### config.mk
export PLATFORM = sky130hd
export DESIGN_NAME = seven_segment_decoder
export DESIGN_NICKNAME = d
export VERILOG_FILES = /design/src/rtl/seven_seg_pkg.sv /design/src/rtl/seg_sync.sv /design/src/rtl/seven_segment_decoder.sv
export SDC_FILE = /design/constraint.sdc
export NUM_CORES = 1
export LEC_CHECK = 0
export ABC_AREA = 0
export BUFFER_PORTS_ARGS = -buffer_cell sky130_fd_sc_hd__buf_2
export CORE_ASPECT_RATIO = 0.7
export CORE_MARGIN = 2
export CORE_UTILIZATION = 45
export CTS_BUF_LIST = sky130_fd_sc_hd__clkbuf_8 sky130_fd_sc_hd__clkbuf_16
export DETAILED_ROUTE_END_ITERATION = 6
export PLACE_DENSITY = 0.72
export SLEW_MARGIN = 20
export SYNTH_ARGS = -nofsm -noshare
export SYNTH_HDL_FRONTEND = slang
export SYNTH_SLANG_ARGS = --single-unit
### constraint.sdc
create_clock -name i_clk -period 3.58 [get_ports i_clk]
set_clock_uncertainty 0.2 [all_clocks]
set_input_delay 1.074 -clock i_clk [delete_from_list [all_inputs] [get_ports i_clk]]
set_output_delay 1.074 -clock i_clk [all_outputs]
set_load 0.01 [all_outputs]
### src/rtl/seven_seg_pkg.sv
// Shared definitions for the segment read-back decoder: segment patterns,
// filter FSM states and the pattern-to-digit decode.
package seven_seg_pkg;

  typedef enum logic {
    TRACK  = 1'b0,
    LOCKED = 1'b1
  } state_e;

  // Segment word is {A,B,C,D,E,F,G}, A in the MSB.
  localparam logic [6:0] SEG_0     = 7'b1111110;
  localparam logic [6:0] SEG_1     = 7'b0110000;
  localparam logic [6:0] SEG_2     = 7'b1101101;
  localparam logic [6:0] SEG_3     = 7'b1111001;
  localparam logic [6:0] SEG_4     = 7'b0110011;
  localparam logic [6:0] SEG_5     = 7'b1011011;
  localparam logic [6:0] SEG_6     = 7'b1011111;
  localparam logic [6:0] SEG_7     = 7'b1110000;
  localparam logic [6:0] SEG_8     = 7'b1111111;
  localparam logic [6:0] SEG_9     = 7'b1110011;
  localparam logic [6:0] SEG_A     = 7'b1110111;
  localparam logic [6:0] SEG_B     = 7'b0011111;
  localparam logic [6:0] SEG_C     = 7'b1001110;
  localparam logic [6:0] SEG_D     = 7'b0111101;
  localparam logic [6:0] SEG_E     = 7'b1001111;
  localparam logic [6:0] SEG_F     = 7'b1000111;
  localparam logic [6:0] SEG_BLANK = 7'b0000000;

  typedef struct packed {
    logic       valid;
    logic       blank;
    logic [3:0] value;
  } dec_t;

  // A pattern that is neither a digit nor blank is an error pattern.
  function automatic dec_t seg_decode(input logic [6:0] seg);
    dec_t r;
    r       = '0;
    r.valid = 1'b1;
    case (seg)
      SEG_0:     r.value = 4'h0;
      SEG_1:     r.value = 4'h1;
      SEG_2:     r.value = 4'h2;
      SEG_3:     r.value = 4'h3;
      SEG_4:     r.value = 4'h4;
      SEG_5:     r.value = 4'h5;
      SEG_6:     r.value = 4'h6;
      SEG_7:     r.value = 4'h7;
      SEG_8:     r.value = 4'h8;
      SEG_9:     r.value = 4'h9;
      SEG_A:     r.value = 4'hA;
      SEG_B:     r.value = 4'hB;
      SEG_C:     r.value = 4'hC;
      SEG_D:     r.value = 4'hD;
      SEG_E:     r.value = 4'hE;
      SEG_F:     r.value = 4'hF;
      SEG_BLANK: begin
        r.valid = 1'b0;
        r.blank = 1'b1;
      end
      default:   r.valid = 1'b0;
    endcase
    return r;
  endfunction

endpackage

### src/rtl/seg_sync.sv
// Multi-flop synchronizer for the asynchronous segment lines.
module seg_sync #(
  parameter int unsigned SYNC_STAGES = 2,
  parameter int unsigned WIDTH       = 7
) (
  input  logic             i_clk,
  input  logic             i_rst_n,
  input  logic [WIDTH-1:0] i_data,
  output logic [WIDTH-1:0] o_data
);

  logic [SYNC_STAGES-1:0][WIDTH-1:0] stage_q;

  always_ff @(posedge i_clk or negedge i_rst_n) begin
    if (!i_rst_n) begin
      stage_q <= '0;
    end else begin
      stage_q <= {stage_q[SYNC_STAGES-2:0], i_data};
    end
  end

  assign o_data = stage_q[SYNC_STAGES-1];

endmodule

### src/rtl/seven_segment_decoder.sv
// Reads seven segment lines back into a hex digit: synchronize, require a
// stable pattern for STABLE_CYCLES samples, then decode and flag blank/error.
module seven_segment_decoder
  import seven_seg_pkg::*;
#(
  parameter int unsigned SYNC_STAGES   = 2,
  parameter int unsigned STABLE_CYCLES = 4
) (
  input  logic       i_clk,
  input  logic       i_rst_n,
  input  logic       i_seg_A,
  input  logic       i_seg_B,
  input  logic       i_seg_C,
  input  logic       i_seg_D,
  input  logic       i_seg_E,
  input  logic       i_seg_F,
  input  logic       i_seg_G,
  output logic [3:0] o_value,
  output logic       o_valid,
  output logic       o_blank,
  output logic       o_error
);

  localparam int unsigned CW = $clog2(STABLE_CYCLES + 1);
  localparam logic [CW-1:0] CNT_LAST = CW'(STABLE_CYCLES - 1);

  logic [6:0] seg_raw;
  logic [6:0] seg_sync_w;

  assign seg_raw = {i_seg_A, i_seg_B, i_seg_C, i_seg_D, i_seg_E, i_seg_F, i_seg_G};

  seg_sync #(
    .SYNC_STAGES(SYNC_STAGES),
    .WIDTH      (7)
  ) u_sync (
    .i_clk  (i_clk),
    .i_rst_n(i_rst_n),
    .i_data (seg_raw),
    .o_data (seg_sync_w)
  );

  state_e        state_q, state_d;
  logic [6:0]    cand_q,  cand_d;
  logic [CW-1:0] cnt_q,   cnt_d;
  logic [3:0]    value_q, value_d;
  logic          valid_q, valid_d;
  logic          blank_q, blank_d;
  logic          error_q, error_d;
  logic          digit_q, digit_d;   // last accept was a legal digit
  dec_t          dec;

  assign dec = seg_decode(cand_q);

  always_comb begin
    state_d = state_q;
    cand_d  = cand_q;
    cnt_d   = cnt_q;
    value_d = value_q;
    valid_d = 1'b0;
    blank_d = blank_q;
    error_d = error_q;
    digit_d = digit_q;
    case (state_q)
      TRACK: begin
        if (seg_sync_w != cand_q) begin
          cand_d = seg_sync_w;
          cnt_d  = '0;
        end else if (cnt_q == CNT_LAST) begin
          state_d = LOCKED;
          // A repeated digit is suppressed only if the previous accept was that digit.
          if (dec.valid) begin
            valid_d = (dec.value != value_q) || !digit_q;
            value_d = dec.value;
            blank_d = 1'b0;
            error_d = 1'b0;
            digit_d = 1'b1;
          end else if (dec.blank) begin
            blank_d = 1'b1;
            error_d = 1'b0;
            digit_d = 1'b0;
          end else begin
            blank_d = 1'b0;
            error_d = 1'b1;
            digit_d = 1'b0;
          end
        end else begin
          cnt_d = cnt_q + 1'b1;
        end
      end
      LOCKED: begin
        if (seg_sync_w != cand_q) begin
          cand_d  = seg_sync_w;
          cnt_d   = '0;
          state_d = TRACK;
        end
      end
      default: state_d = TRACK;
    endcase
  end

  always_ff @(posedge i_clk or negedge i_rst_n) begin
    if (!i_rst_n) begin
      state_q <= TRACK;
      cand_q  <= '0;
      cnt_q   <= '0;
      value_q <= '0;
      valid_q <= 1'b0;
      blank_q <= 1'b0;
      error_q <= 1'b0;
      digit_q <= 1'b0;
    end else begin
      state_q <= state_d;
      cand_q  <= cand_d;
      cnt_q   <= cnt_d;
      value_q <= value_d;
      valid_q <= valid_d;
      blank_q <= blank_d;
      error_q <= error_d;
      digit_q <= digit_d;
    end
  end

  assign o_value = value_q;
  assign o_valid = valid_q;
  assign o_blank = blank_q;
  assign o_error = error_q;

endmodule

# == After elaboration in Yosys (flattened, before gate mapping) ==
# Index checks and enable logic that the tools add are counted.
# word_totals
inputBits,9
output_inout_bits,7
register_bits,33
word_cells,62
# classes
n_reduce_logical,7
addsub,1
mux,21
eq_ne,21
n_bitwise,2
# op_table
cell,count
7-bit == test (second input constant),12
4-bit one-hot mux with 15 select lines,1
7-bit by 6-bit == test with 1-bit output (second input constant),3
16-bit OR reduction,1
1-bit 2-to-1 mux,14
3-bit 2-to-1 mux,3
7-bit by 5-bit == test with 1-bit output (second input constant),1
7-bit zero test,1
7-bit 2-to-1 mux,1
7-bit != test,1
3-bit one-hot mux with 2 select lines,1
4-bit != test,1
4-bit AND reduction,1
3-bit by 1-bit adder with 3-bit output (second input constant),1
3-bit by 2-bit == test with 1-bit output (second input constant),1
3-bit != test (second input constant),1
3-bit AND reduction,1
2-bit by 1-bit != test with 1-bit output (second input constant),1
1-bit inverter,2
1-bit one-hot mux with 2 select lines,1
2-bit AND reduction,1
1-bit zero test,1
1-bit logical OR,1

# == Longest topological paths before layout ==
# depth
ltp_word,8
mapped_depth,8
ltp_nobuf,6

# == By module ==
# A second synthesis with hierarchy kept.
# hier_totals
hier_cells,147
hier_area_um2,1632.8
# modules_own_cells
module,instances,cells_each,area_per_inst_um2,seq_area_each_um2
seven_segment_decoder,1,126,1229.9,475.5
seg_sync,1,21,402.9,350.3

# == Worst setup path after synthesis ==
# Ideal clock, no wire load.
# synth_path
path_kind,register -> register
startpoint,register cand_q[5]
endpoint,"register value_q[1], in the netlist o_value[1]"
synth_period_minus_slack_ns,2.207
required_ns,3.255
setup_ns,0.125
arrival_time_ns,1.882
stages_incl_launch_ff,8
slack_ns,1.373
n_path_buf,1
path_cell_list,dfrtp_1 > buf_6 > xor2_1 > nor4_2 > nand4_2 > nor3b_4 > nand2_4 > mux2_4
# synth_via
elab_chain_cells,4
word_cells_on_any_way,22
cone_classes,eq/ne: 17; mux: 2; bitwise: 1; reduce/logical: 2
# synth_lines
item,line,text
"start, declared",seven_segment_decoder.sv:43,"logic [6:0] cand_q, cand_d;"
"start signal, assigned",seven_segment_decoder.sv:113,cand_q <= cand_d;
"7-bit == test, or another cell as far along",seven_seg_pkg.sv:40,case (seg)
16-bit OR reduction (no source line),-,
1-bit 2-to-1 mux,seven_seg_pkg.sv:40,
4-bit AND reduction (no source line),-,
"end signal, assigned",seven_segment_decoder.sv:115,value_q <= value_d;
"end, declared",seven_segment_decoder.sv:45,"logic [3:0] value_q, value_d;"
# Several ways; a longest one is shown, not always the timed one.
# A chain may end at the register's enable or synchronous reset.

# == Final worst setup path ==
# layout_path
startpoint,register cand_q[3]
endpoint,"register value_q[3], in the netlist o_value[3]"
# The elaborated chain is that of the path after synthesis.

==> run summary <==
The tightest slew margin relative to the limit is 53.20%. The endpoint identified for the worst register-to-register timing path is o_value[3]. At the pin with the least slew margin, the transition time is 702.1 ps. The number of warnings issued by yosys came out at 0. Entering global routing, the biggest net connects 34 pins. The kind of critical path is reg -> reg.

The via count of the first global-routing pass is 963. The flop and latch count out of synthesis is 33. The clock slew at the register clock pins of the worst setup and hold paths came out at 70 ps.

The worst voltage drop across the vdd grid is 0.0003237 V. The max-slew violation count was 0. The vias per cell is 5.279. The number of antenna diodes came out at 0. The count of mapped cells out of synthesis came out at 147. From synthesis to final layout, the design area changed by 11.01%. On the critical path, the stage with the largest delay is an instance of dfrtp_1. The area of the mapped netlist came out at 1614 µm². The finished cells cover 1792 µm². For hold timing, the worst endpoint is u_sync.o_data[6].

The clock sink count came out at 33. The fraction of registers with async set/reset is 100.0%. Once the clock tree was built, the setup fixing pass inserted 0 buffers. The initial antenna violation count is 0.

The total setup violations reported at the end of the flow is 0. The worst reg-to-reg path cell count is 6. In the final layout, the share of cells above drive strength 1 is 23.38%. 16 I/O pins were placed. The post-layout minimum cycle time came out at 2569 ps. The effective utilization at floorplan came out at 46.54%. The required time of the critical path is 3540 ps.

The overall die width came out at 75.58 µm. In this run the remaining antenna-violating nets after routing total 0. Clock tree synthesis inserted a total of 5 buffers. The worst hold path belongs to the class reg -> reg. The cell class contributing the biggest share of worst-path delay is simple AND/OR/NAND/NOR gates. The number of filler instances in the final layout is 332. The global-route wire length before repair is 4.429 mm. In this run, synthesis inferred 0 flip-flops with an integrated enable. Of the post-synthesis cell area, the dominant cell type holds 51.16%. Of all nets on the critical path, the largest fanout is 18. The number of gates resized after cts is 0.

The length of the first detailed-routing pass in iterations came out at 4. Of all cell types, the one taking the most synthesized area is dfrtp_1. In the synthesized netlist, the cells that appear most often are 33 x dfrtp_1, 9 x clkbuf_1, 8 x nor2_1, 8 x o21ai_0, 8 x xnor2_1. The routed wire length per instance is 13.32 µm.

The area after detailed placement came out at 1677 µm². Input and output buffers added on the ports amount to 15. The die height came out at 54.11 µm. After detailed routing, the number of remaining DRC violations is 0. The largest stage delay on the critical path is 690 ps. The leakage power summed over all cells is 0.7804 nW.

The detailed router placed 1077 vias in this run. The global router's overall resource usage is 15.06%. The clock reaches the later pin of the worst-skew pair after 280 ps. The worst setup path is captured at a register. The final instance count without filler cells came out at 204.

The clock tree buffer depth is 2. TritonCTS built the clock tree. The average cell area after synthesis is 10.98 µm². The setup slack at placement is 1027 ps. Among all flip-flop cells after synthesis, the most frequent one is dfrtp_1. In the final layout, flip-flops and latches occupy 825.8 µm². Walking the worst path, the cells encountered are and4b_2 > o311ai_2 > o211ai_1 > nand3b_1 > nand2_4 > mux2_4.

The area occupied by multi-input gates is 694.4 µm². The floorplan row count came out at 18. The core region area is 3468 µm². The final worst-path cycle share came out at 71.77%.

The H-tree depth came out at 2. The die footprint came out at 4089 µm². The power per standard cell area is 441.3 nW/µm². The tightest hold margin came out at 149.4 ps. The half-perimeter wire length of the detailed placement result is 1.921 mm. The hold path depth is 0.

The worst hold path startpoint is u_sync.stage_q[6]. Setup repair after global routing left no endpoint under its margin. The initial detailed-routing violation count came out at 117. The number of nets in the layout came out at 164. The routed design has 2.718 mm of wire. Counting tap cells, the placed design contains a total of 196 instances. The critical path contains buffers and inverters numbering 0 combined. The achievable clock frequency came out at 389.2 MHz. The flow ran to the end, and the final reports show no timing, DRC or antenna violations. The sequential fraction of the synthesis area came out at 51.16%. The final RePlAce weighted congestion came out at 0.7990. The total grt overflow is 0. The number of maximum-capacitance constraint violations came out at 0. Sorting the synthesized cells by area gives the leading types as dfrtp_1 51%, xnor2_1 4.3%, xor2_1 3.3%. The post-layout worst setup margin came out at 1011 ps. At the worst endpoint, the arrival time is 2530 ps. The number of hold-repair buffers added at the cts stage is 0. The worst setup path is launched from a register. The sum of negative setup slack came out at 0 ps.

The most frequently used cell type in the post-synthesis netlist is dfrtp_1. The number of failing hold endpoints at the final stage came out at 0. The number of nets produced by synthesis came out at 158.

The root buffer cell chosen for the clock tree is clkbuf_8. The reg2reg setup slack came out at 1010 ps. The startpoint identified for the worst register-to-register timing path is cand_q[3]. The number of distinct library cell variants in the gate-level netlist after synthesis is 46.
[cells by family after synthesis]
kind of cell / synth area share [%]
AND/OR/NAND/NOR: 19.61
flip-flops: 51.16
AO/OA/AOI/OAI: 9.458
buffers and inverters: 5.814
XOR/XNOR: 7.597
multiplexers: 4.806
adder cells (fa/ha/maj): 1.550
[routing by layer]
layer  track usage (%)  routed length, µm  vias to the layer above
met4             4.386                  6                        0
met2             22.32               1227                       32
met5                 0                  0                        -
met1             21.07               1326                      521
met3             5.056                157                        2
li1                  -                  -                      522
[registers in the layout (all words and copies together) (netlist names)]
| signal | flops |
|---|---|
| state_q | 1 |
| cand_q | 7 |
| u_sync.stage_q | 7 |
| digit_q | 1 |
| o_value | 4 |
| o_error | 1 |
| o_valid | 1 |
| u_sync.o_data | 7 |
| cnt_q | 3 |
| o_blank | 1 |
[worst register-to-register path: cells and delay by family (launching register included)]
family           cells  cell delay [ps]
flip-flops           1              690
AND/OR/NAND/NOR      3              720
AO/OA/AOI/OAI        2              550
multiplexers         1              310
[metrics by stage]
step | util, % | total power, mW
CTS | 51.66 | 0.8007
finish | 51.66 | 0.7907
detailed placement | 48.34 | 0.4552
floorplan | - | 0.4414
global route | 51.66 | 0.8259
global placement | 48.34 | 0.4529
[layout by cell type (no fill, tap or decap), drive strengths merged, types with 2 or more instances in the layout]
cell / synthesis / routed
a31oi: 3 / 3
nand4: 2 / 2
nand3: 3 / 3
or3: 3 / 3
nor2b: 3 / 3
inv: 5 / 5
ha: 2 / 2
nor2: 8 / 8
mux2: 5 / 5
nand3b: 2 / 2
xor2: 6 / 6
nand2: 8 / 8
nand4b: 2 / 2
nor4b: 2 / 2
a21oi: 3 / 3
buf: 7 / 15
dfrtp: 33 / 33
xnor2: 8 / 8
o211ai: 2 / 2
nand2b: 2 / 2
nor4: 2 / 2
o21ai: 8 / 8
clkbuf: 9 / 5
nor3: 3 / 3
nor3b: 2 / 2
[report_power, final]
part / internal, mW / switching (mW) / total, mW
Sequential: 0.385 / 0.0198 / 0.405
Combinational: 0.0200 / 0.0238 / 0.0439
Clock: 0.208 / 0.134 / 0.342
[final cells by class]
class | count | area share [%]
Clock inverter | 3 | 2.584
Tap cell | 50 | 3.492
Inverter | 5 | 1.047
Clock buffer | 5 | 3.841
Multi-Input combinational cell | 93 | 38.76
Sequential cell | 33 | 46.09
Timing Repair Buffer | 15 | 4.190
[worst max path at each step]
stage                   start  slack, ps  cells after the start          to
finish              cand_q[3]       1010                      6  o_value[3]
global route        cand_q[3]        820                      6  o_value[3]
CTS                 cand_q[3]       1020                      6  o_value[3]
detailed placement  cand_q[3]       1030                      6  o_value[3]
global placement    cand_q[3]       1140                      6  o_value[1]
floorplan           cand_q[5]       1370                      7  o_value[1]
No activity file was read; power rests on OpenSTA's default activity.
